$ cat src/rtl/bakraid_video_pkg.sv
// Shared video-path types: palette index, xBGR555 palette word, 5->8 bit expansion
// and the text-mixer lookup FSM states.
package bakraid_video_pkg;

    typedef logic [10:0] pal_idx_t;

    typedef struct packed {
        logic       x;
        logic [4:0] b;
        logic [4:0] g;
        logic [4:0] r;
    } xbgr555_t;

    localparam logic [3:0] TRANSP_NIBBLE = 4'h0;

    typedef enum logic [1:0] {
        IDLE,
        ADDR,
        WAIT,
        CAPTURE
    } mix_state_t;

    // Replicating the top bits gives full-scale 0x00..0xFF from 0x00..0x1F.
    function automatic logic [7:0] expand5to8(input logic [4:0] c);
        return {c, c[4:2]};
    endfunction

endpackage

$ cat src/rtl/bakraid_pal_expand.sv
// Registered xBGR555 -> RGB888 converter; updates only on load, force_black yields 0.
// One cycle latency from load; no backpressure (strobe driven).
module bakraid_pal_expand
    import bakraid_video_pkg::*;
(
    input  logic       clk,
    input  logic       rst,
    input  logic       load,
    input  logic       force_black,
    input  xbgr555_t   col,
    output logic [7:0] red,
    output logic [7:0] green,
    output logic [7:0] blue
);

    // The spare palette bit carries no colour information.
    logic unused_x;
    assign unused_x = col.x;

    always_ff @(posedge clk) begin
        if (rst) begin
            red   <= 8'h00;
            green <= 8'h00;
            blue  <= 8'h00;
        end else if (load) begin
            if (force_black) begin
                red   <= 8'h00;
                green <= 8'h00;
                blue  <= 8'h00;
            end else begin
                red   <= expand5to8(col.r);
                green <= expand5to8(col.g);
                blue  <= expand5to8(col.b);
            end
        end
    end

endmodule

$ cat src/rtl/bakraid_text_mixer.sv
// Text-over-layer mixer with palette lookup; output lags input by 2 PIXEL_CEN strobes.
// No backpressure: a strobe during a lookup aborts it and sets OVERRUN. Option: BAKRAID_TEXTMIX_BACKDROP_EN.
module bakraid_text_mixer
    import bakraid_video_pkg::*;
#(
    parameter int PAL_AW      = 11,
    parameter int PALRAM_LAT  = 1,
    parameter int CEN_GAP_MIN = 6
) (
    input  logic              CLK96,
    input  logic              RESET96,
    input  logic              PIXEL_CEN,
    input  logic              HB,
    input  logic              VB,
    input  logic [10:0]       EXTRATEXT_PIXEL,
    input  logic [10:0]       LAYER_PIXEL,
    output logic [PAL_AW-1:0] PALRAM_ADDR,
    input  logic [15:0]       PALRAM_DATA,
    output logic [7:0]        RED,
    output logic [7:0]        GREEN,
    output logic [7:0]        BLUE,
    output logic              HB_OUT,
    output logic              VB_OUT,
    output logic              OVERRUN
);

    if (PALRAM_LAT < 1 || PALRAM_LAT > 3 || CEN_GAP_MIN < PALRAM_LAT + 3) begin : g_param_err
        $error("bakraid_text_mixer: PALRAM_LAT must be 1..3 and CEN_GAP_MIN >= PALRAM_LAT+3");
    end

    localparam logic [1:0] LAT_M1 = 2'(PALRAM_LAT - 1);

    mix_state_t state;
    mix_state_t state_nxt;
    logic [1:0] wait_cnt;

    pal_idx_t   idx_sel;
    pal_idx_t   idx_q;
    logic       skip_sel;
    logic       skip_q;
    logic       hb_s;
    logic       vb_s;
    logic       blank_s;
    xbgr555_t   col_q;
    logic [1:0] prime_cnt;
    logic       primed;

    assign idx_sel = (EXTRATEXT_PIXEL[3:0] != TRANSP_NIBBLE) ? EXTRATEXT_PIXEL : LAYER_PIXEL;
    assign blank_s = hb_s | vb_s;
    assign primed  = prime_cnt[1];

`ifdef BAKRAID_TEXTMIX_BACKDROP_EN
    assign skip_sel = 1'b0;
`else
    // Both sources transparent: no read, the pixel is forced to black.
    assign skip_sel = (idx_sel[3:0] == TRANSP_NIBBLE);
`endif

    always_ff @(posedge CLK96) begin
        if (RESET96) begin
            state <= IDLE;
        end else begin
            state <= state_nxt;
        end
    end

    // A strobe always restarts the lookup, whatever state it lands in.
    always_comb begin
        state_nxt = state;
        if (PIXEL_CEN) begin
            state_nxt = ADDR;
        end else begin
            case (state)
                ADDR:    state_nxt = WAIT;
                WAIT:    if (wait_cnt == LAT_M1) state_nxt = CAPTURE;
                CAPTURE: state_nxt = IDLE;
                default: state_nxt = IDLE;
            endcase
        end
    end

    always_ff @(posedge CLK96) begin
        if (RESET96) begin
            wait_cnt <= 2'd0;
        end else if (state == WAIT) begin
            wait_cnt <= wait_cnt + 2'd1;
        end else begin
            wait_cnt <= 2'd0;
        end
    end

    always_ff @(posedge CLK96) begin
        if (RESET96) begin
            idx_q       <= '0;
            skip_q      <= 1'b0;
            hb_s        <= 1'b1;
            vb_s        <= 1'b1;
            HB_OUT      <= 1'b1;
            VB_OUT      <= 1'b1;
            col_q       <= '0;
            PALRAM_ADDR <= '0;
            OVERRUN     <= 1'b0;
            prime_cnt   <= 2'd0;
        end else if (PIXEL_CEN) begin
            idx_q  <= idx_sel;
            skip_q <= skip_sel;
            hb_s   <= HB;
            vb_s   <= VB;
            HB_OUT <= hb_s;
            VB_OUT <= vb_s;
            if (state != IDLE) begin
                OVERRUN <= 1'b1;
            end
            if (!primed) begin
                prime_cnt <= prime_cnt + 2'd1;
            end
        end else begin
            if (state == ADDR) begin
                if (blank_s) begin
                    PALRAM_ADDR <= '0;
                end else if (!skip_q) begin
                    PALRAM_ADDR <= PAL_AW'(idx_q);
                end
            end
            if (state == CAPTURE) begin
                col_q <= skip_q ? xbgr555_t'(16'h0000) : xbgr555_t'(PALRAM_DATA);
            end
        end
    end

    // Output stage sees col_q of the previous pixel; the first two strobes after reset stay black.
    bakraid_pal_expand u_expand (
        .clk         (CLK96),
        .rst         (RESET96),
        .load        (PIXEL_CEN),
        .force_black (blank_s | ~primed),
        .col         (col_q),
        .red         (RED),
        .green       (GREEN),
        .blue        (BLUE)
    );

endmodule

$ cat config.mk
export PLATFORM = sky130hd
export DESIGN_NAME = bakraid_text_mixer
export DESIGN_NICKNAME = d
export VERILOG_FILES = /design/src/rtl/bakraid_video_pkg.sv /design/src/rtl/bakraid_pal_expand.sv /design/src/rtl/bakraid_text_mixer.sv
export SDC_FILE = /design/constraint.sdc
export NUM_CORES = 1
export LEC_CHECK = 0
export ABC_AREA = 1
export BUFFER_PORTS_ARGS = -buffer_cell sky130_fd_sc_hd__buf_2
export CORE_ASPECT_RATIO = 0.8
export CORE_UTILIZATION = 45
export CTS_BUF_LIST = sky130_fd_sc_hd__clkbuf_8
export CTS_CLUSTER_DIAMETER = 50
export DETAILED_ROUTE_END_ITERATION = 10
export HOLD_SLACK_MARGIN = 0.03
export PLACE_DENSITY = 0.69
export SYNTH_ARGS = -nofsm -noshare
export SYNTH_HDL_FRONTEND = slang
export SYNTH_SLANG_ARGS = --single-unit
export TNS_END_PERCENT = 100
$ cat constraint.sdc
create_clock -name CLK96 -period 1.63 [get_ports CLK96]
set_input_delay 0.489 -clock CLK96 [delete_from_list [all_inputs] [get_ports CLK96]]
set_output_delay 0.489 -clock CLK96 [all_outputs]
set_load 0.03 [all_outputs]
After elaboration in Yosys (flattened, before gate mapping)
Cells that the tools add are included.

Add/subtract/negate cells: 2. Equal/unequal tests: 6. Multiplexer cells: 11. Bitwise gates (word level): 5. Reduce and logical (&&, ||, !) cells: 10.

Operators by type and width (number): $mux 11 (3); $mux 8 (3); $mux 15 (1); $reduce_and 2->1 (3); $add 2x1->2 const B (2); $eq 2x2->1 const B (2); $logic_not 4->1 (1); $mux 2 (2); $pmux 2 s2 (1); $reduce_bool 4->1 (1); $reduce_or 2->1 (2); $ne 3x3->1 const B (1); $not 1->1 (3); $reduce_and 3->1 (1); $eq 2x1->1 const B (1); $logic_not 2->1 (1); $ne 2x1->1 const B (1); $ne 2x2->1 const B (1); $or 1x1->1 (2); $reduce_bool 2->1 (1); $mux 1 (1).

Register bits after elaboration: 73. Input port bits: 43. Logic and storage cells: 53.

Depth between registers and ports, before layout
Word-level depth: 4. Depth in mapped cells: 7. Depth with buffers taken out: 6.

Hierarchy
Synthesis repeated with hierarchy kept, for this count alone.

Cell total of the unflattened synthesis: 330. Area total of the unflattened synthesis: 2896.5 µm².

Modules (own cells, without submodules): bakraid_text_mixer (times used 1, cells an instance 254, area an instance 2192.1 µm²); bakraid_pal_expand (times used 1, cells an instance 76, area an instance 704.4 µm²).

Worst setup path after synthesis
Ideal clock, no wire load.

Kind: in2reg. Start: input port PIXEL_CEN. End: register col_q[12] in the netlist's numbering. Setup time: 128 ps. Arrival time: 1125 ps. Data required time: 1502 ps. Setup slack: 377 ps. Stages: 6. Buffers on the path: 2. Path through: buf_4 inv_2 nand2_1 buf_2 o21ai_0 a21oi_1.

Cells in the longest elaborated chain, start to end: 2.

RTL lines: start: declaration (RTL line bakraid_text_mixer.sv:12) `input logic PIXEL_CEN,`; $not 1->1 (no source line); $reduce_and 2->1 (no source line); end signal: assignment (RTL line bakraid_text_mixer.sv:126) `col_q <= skip_q ? xbgr555_t'(16'h0000) : xbgr555_t'(PALRAM_DATA);`; end: declaration (RTL line bakraid_text_mixer.sv:44) `xbgr555_t col_q;`.

No other way between the ends. A chain may end at the register's enable or synchronous reset.

Worst setup path after layout
Start: register u_expand.red[6]. End: output port RED[6].

RTL lines: start: declaration (RTL line bakraid_pal_expand.sv:11) `output logic [7:0] red,`; start signal: assignment (RTL line bakraid_pal_expand.sv:31) `red <= expand5to8(col.r);`; end: declaration (RTL line bakraid_text_mixer.sv:19) `output logic [7:0] RED,`.

No word-level cell between the ends.

==> impl_metrics.env <==
export IMPL_run_status="complete, no violations"
export IMPL_power_net_switching_mw=0.7377
export IMPL_antenna_found_initial=0
export IMPL_syn_instance_count=363
export IMPL_power_density_nw_per_um2=916.2
export IMPL_worst_ep_arrival_time_ps=890
export IMPL_grt_first_pass_wirelength_um=9528
export IMPL_seq_area_frac_synth_pct=46.67
export IMPL_drtIter0Drc=104
export IMPL_crit_chain="buf_2"
export IMPL_period_share_pct=84.89
export IMPL_cap_viol_max_count=0
export IMPL_clock_skew_ps=7.619
export IMPL_postSynth_topFlopCell="sky130_fd_sc_hd__dfxtp_1"
export IMPL_timing_worst_setup_path_type="reg -> out"
export IMPL_worst_path_buf_inv=1
export IMPL_power_share_switching_pct=24.09
export IMPL_design_die_area_sq_um=6419
export IMPL_antenna_cells=0
export IMPL_ant_nets=0
export IMPL_final_hold_viol_count=0
export IMPL_mappedNetlistArea_sq_um=2745
export IMPL_route_final_wire_length_um=5850
export IMPL_tightestPinTransition_ps=358.7
export IMPL_chipWidth_um=89.33
export IMPL_dpl_hpwl_um=4257
export IMPL_dr_vias_cell=4.600
export IMPL_firstDrtPassIters=4
export IMPL_setup_ws_ps=246.3
export IMPL_globalRouteTotalUtil_pct=19.86
export IMPL_clock_power_share_pct=38.5
export IMPL_sinks_on_the_clock_net=64
export IMPL_start_util_pct=46.43
export IMPL_grt_start_max_net_pins=31
export IMPL_clock_latency_reported_for_the_late_side_of_the_worst_skew_pair_ps=340
export IMPL_number_of_fillers_in_the_final_layout=595
export IMPL_gpl_final_weighted_congestion=0.7617
export IMPL_tritoncts="yes"
export IMPL_areaGrowthSynthToFinish_pct=21.74
export IMPL_layout_cells_most_common="sky130_fd_sc_hd__buf_2"
export IMPL_final_min_clock_period_ps=1384
export IMPL_floorplan_die_height_um=71.86
export IMPL_synth_avg_cell_area_sq_um=7.562
export IMPL_dr_total_vias=2401
export IMPL_proportion_of_power_drawn_by_flip_flops_and_latches_pct=52.8
export IMPL_max_vdd_ir_drop_mv=0.4570
export IMPL_clk_transition_reported_paths_ps=70
export IMPL_fmax_mhz=722.7
export IMPL_count_of_flip_flops_with_a_built_in_enable_after_synthesis=0
export IMPL_data_required_time_of_the_worst_path_ps=1140
export IMPL_drive_gt1_share_pct=25.40
export IMPL_grt_pass1_vias=2173
export IMPL_post_synth_main_area_contributors="sky130_fd_sc_hd__dfxtp_1, sky130_fd_sc_hd__inv_1, sky130_fd_sc_hd__nand2_1"
export IMPL_detailedPlace_worstSlack_ps=150.8
export IMPL_synthesis_yosys_warnings=0
export IMPL_cts_hold_buf=0
export IMPL_io_pins=81
export IMPL_syn_nets=411
export IMPL_combinationalPowerShare_pct=8.8
export IMPL_h_tree_levels=3
export IMPL_worst_path_dominant_cell_family="flip-flops"
export IMPL_cts_setup_buffers=0
export IMPL_r2r_slack_ps=310
export IMPL_yosysTopAreaCellShare_pct=46.67
export IMPL_seq_area_sq_um=1281
export IMPL_ys_seq_elements=64
export IMPL_synth_cell_type_count=21
export IMPL_postSynth_asyncResetShare_pct=0
export IMPL_final_max_slew_viol_count=0
export IMPL_rows=25
export IMPL_synth_largest_area_cell="sky130_fd_sc_hd__dfxtp_1"
export IMPL_hold_path_class="in -> reg"
export IMPL_max_stage_delay_ps=350
export IMPL_cp_start_kind="flip-flop"
export IMPL_remaining_drc_errors=0
export IMPL_report_final_setup_viol=0
export IMPL_timing_setup_tns_ps=0
export IMPL_max_clock_path_buffers=2
export IMPL_timing_critical_path_to_type="output pin"
export IMPL_most_common_layout_cells="sky130_fd_sc_hd__buf_2, sky130_fd_sc_hd__inv_1, sky130_fd_sc_hd__dfxtp_1"
export IMPL_clock_buffers_created_by_tritoncts=9
export IMPL_grt_setup_unrepaired="false"
export IMPL_ctsResizeCount=0
export IMPL_total_leakage_power_nw=1.611
export IMPL_clk_root_buffer_cell="sky130_fd_sc_hd__clkbuf_8"
export IMPL_globalRoute_totalOverflow=0
export IMPL_critPathMaxFanout=3
export IMPL_numPortBuffers=79
export IMPL_post_route_util_pct=56.53
export IMPL_timing_max_slew_rel_slack_pct=76.00
export IMPL_multi_input_area_sq_um=1030
export IMPL_placeableCoreArea_sq_um=5912
export IMPL_power_report_internal_total_mw=2.324
export IMPL_layout_nets=485
export IMPL_critPathSlowestCell="sky130_fd_sc_hd__dfxtp_1"
export IMPL_route_detailed_wl_per_inst_um=11.21
==> per-stage QoR <==
stage          total power, mW  cell area [sq um]  hold WS [ps]  instances
2_1_floorplan            1.816               2745         392.3        363
3_3_place_gp             1.911               3169         399.7        507
3_5_place_dp             1.918               3169         407.0        507
4_1_cts                  3.096               3342         385.4        522
5_1_grt                  3.202               3342         429.8        522
6_report                 3.062               3342         396.2        522
==> sequential cells by signal, summed over array words and instances (netlist names), 2 cells and up <==
| signal | cells |
|---|---|
| col_q | 15 |
| PALRAM_ADDR | 11 |
| idx_q | 11 |
| u_expand.blue | 5 |
| u_expand.green | 5 |
| u_expand.red | 5 |
| prime_cnt | 2 |
| state | 2 |
| wait_cnt | 2 |
==> final timing paths <==
check	startpoint	to	depth (start not counted)
max	u_expand.red[6]$_SDFFE_PP0P_	RED[6]	1
min	HB	hb_s$_SDFFE_PP1P_	3
max reg2reg	vb_s$_SDFFE_PP1P_	u_expand.green[3]$_SDFFE_PP0P_	3
min reg2reg	wait_cnt[0]$_SDFF_PP0_	wait_cnt[0]$_SDFF_PP0_	1
==> cell usage after synthesis, types with 2 or more instances <==
cell type	count
sky130_fd_sc_hd__a21oi_1	35
sky130_fd_sc_hd__buf_2	10
sky130_fd_sc_hd__buf_4	11
sky130_fd_sc_hd__buf_6	2
sky130_fd_sc_hd__clkbuf_1	4
sky130_fd_sc_hd__dfxtp_1	64
sky130_fd_sc_hd__ha_1	5
sky130_fd_sc_hd__inv_1	67
sky130_fd_sc_hd__inv_2	2
sky130_fd_sc_hd__nand2_1	51
sky130_fd_sc_hd__nand2_2	2
sky130_fd_sc_hd__nand3_1	24
sky130_fd_sc_hd__nand3b_1	7
sky130_fd_sc_hd__nor2_1	35
sky130_fd_sc_hd__nor2_4	2
sky130_fd_sc_hd__o21ai_0	23
sky130_fd_sc_hd__o31ai_1	15
==> metal layers <==
layer,vias to the layer above,global-route usage [%],wire (um)
li1,1276,-,-
met1,1077,26.25,2964
met2,46,30.11,2572
met3,2,7.719,288
met4,0,5.820,25
met5,-,0,0
==> cells by family after synthesis <==
logic type,synth area share (%)
compound gates,15.91
fa+ha+maj,2.279
simple gates,19.33
buf+inv,15.82
flops,46.67
==> area by class of cell <==
class / count / share of cell area [%]
clock inverter: 4 / 0.6365
clock buffer: 11 / 4.530
inverter: 69 / 7.750
multi-input combinational: 202 / 30.81
tap: 81 / 3.033
sequential: 64 / 38.34
timing repair buffer: 91 / 14.90
==> power by group through the flow <==
stage | Clock (mW) | Sequential, mW | Combinational (mW)
finish | 1.18 | 1.62 | 0.268
global placement | 0 | 1.65 | 0.262
global route | 1.28 | 1.62 | 0.305
detailed placement | 0 | 1.65 | 0.267
CTS | 1.21 | 1.62 | 0.269
floorplan | 0 | 1.66 | 0.160
==> worst register-to-register path, cell delays in order, from the launching register on <==
cell,delay [ps]
sky130_fd_sc_hd__dfxtp_1,340
sky130_fd_sc_hd__nor2_4,310
sky130_fd_sc_hd__nand2_2,300
sky130_fd_sc_hd__o31ai_1,280
No activity file was read; power rests on OpenSTA's default activity.
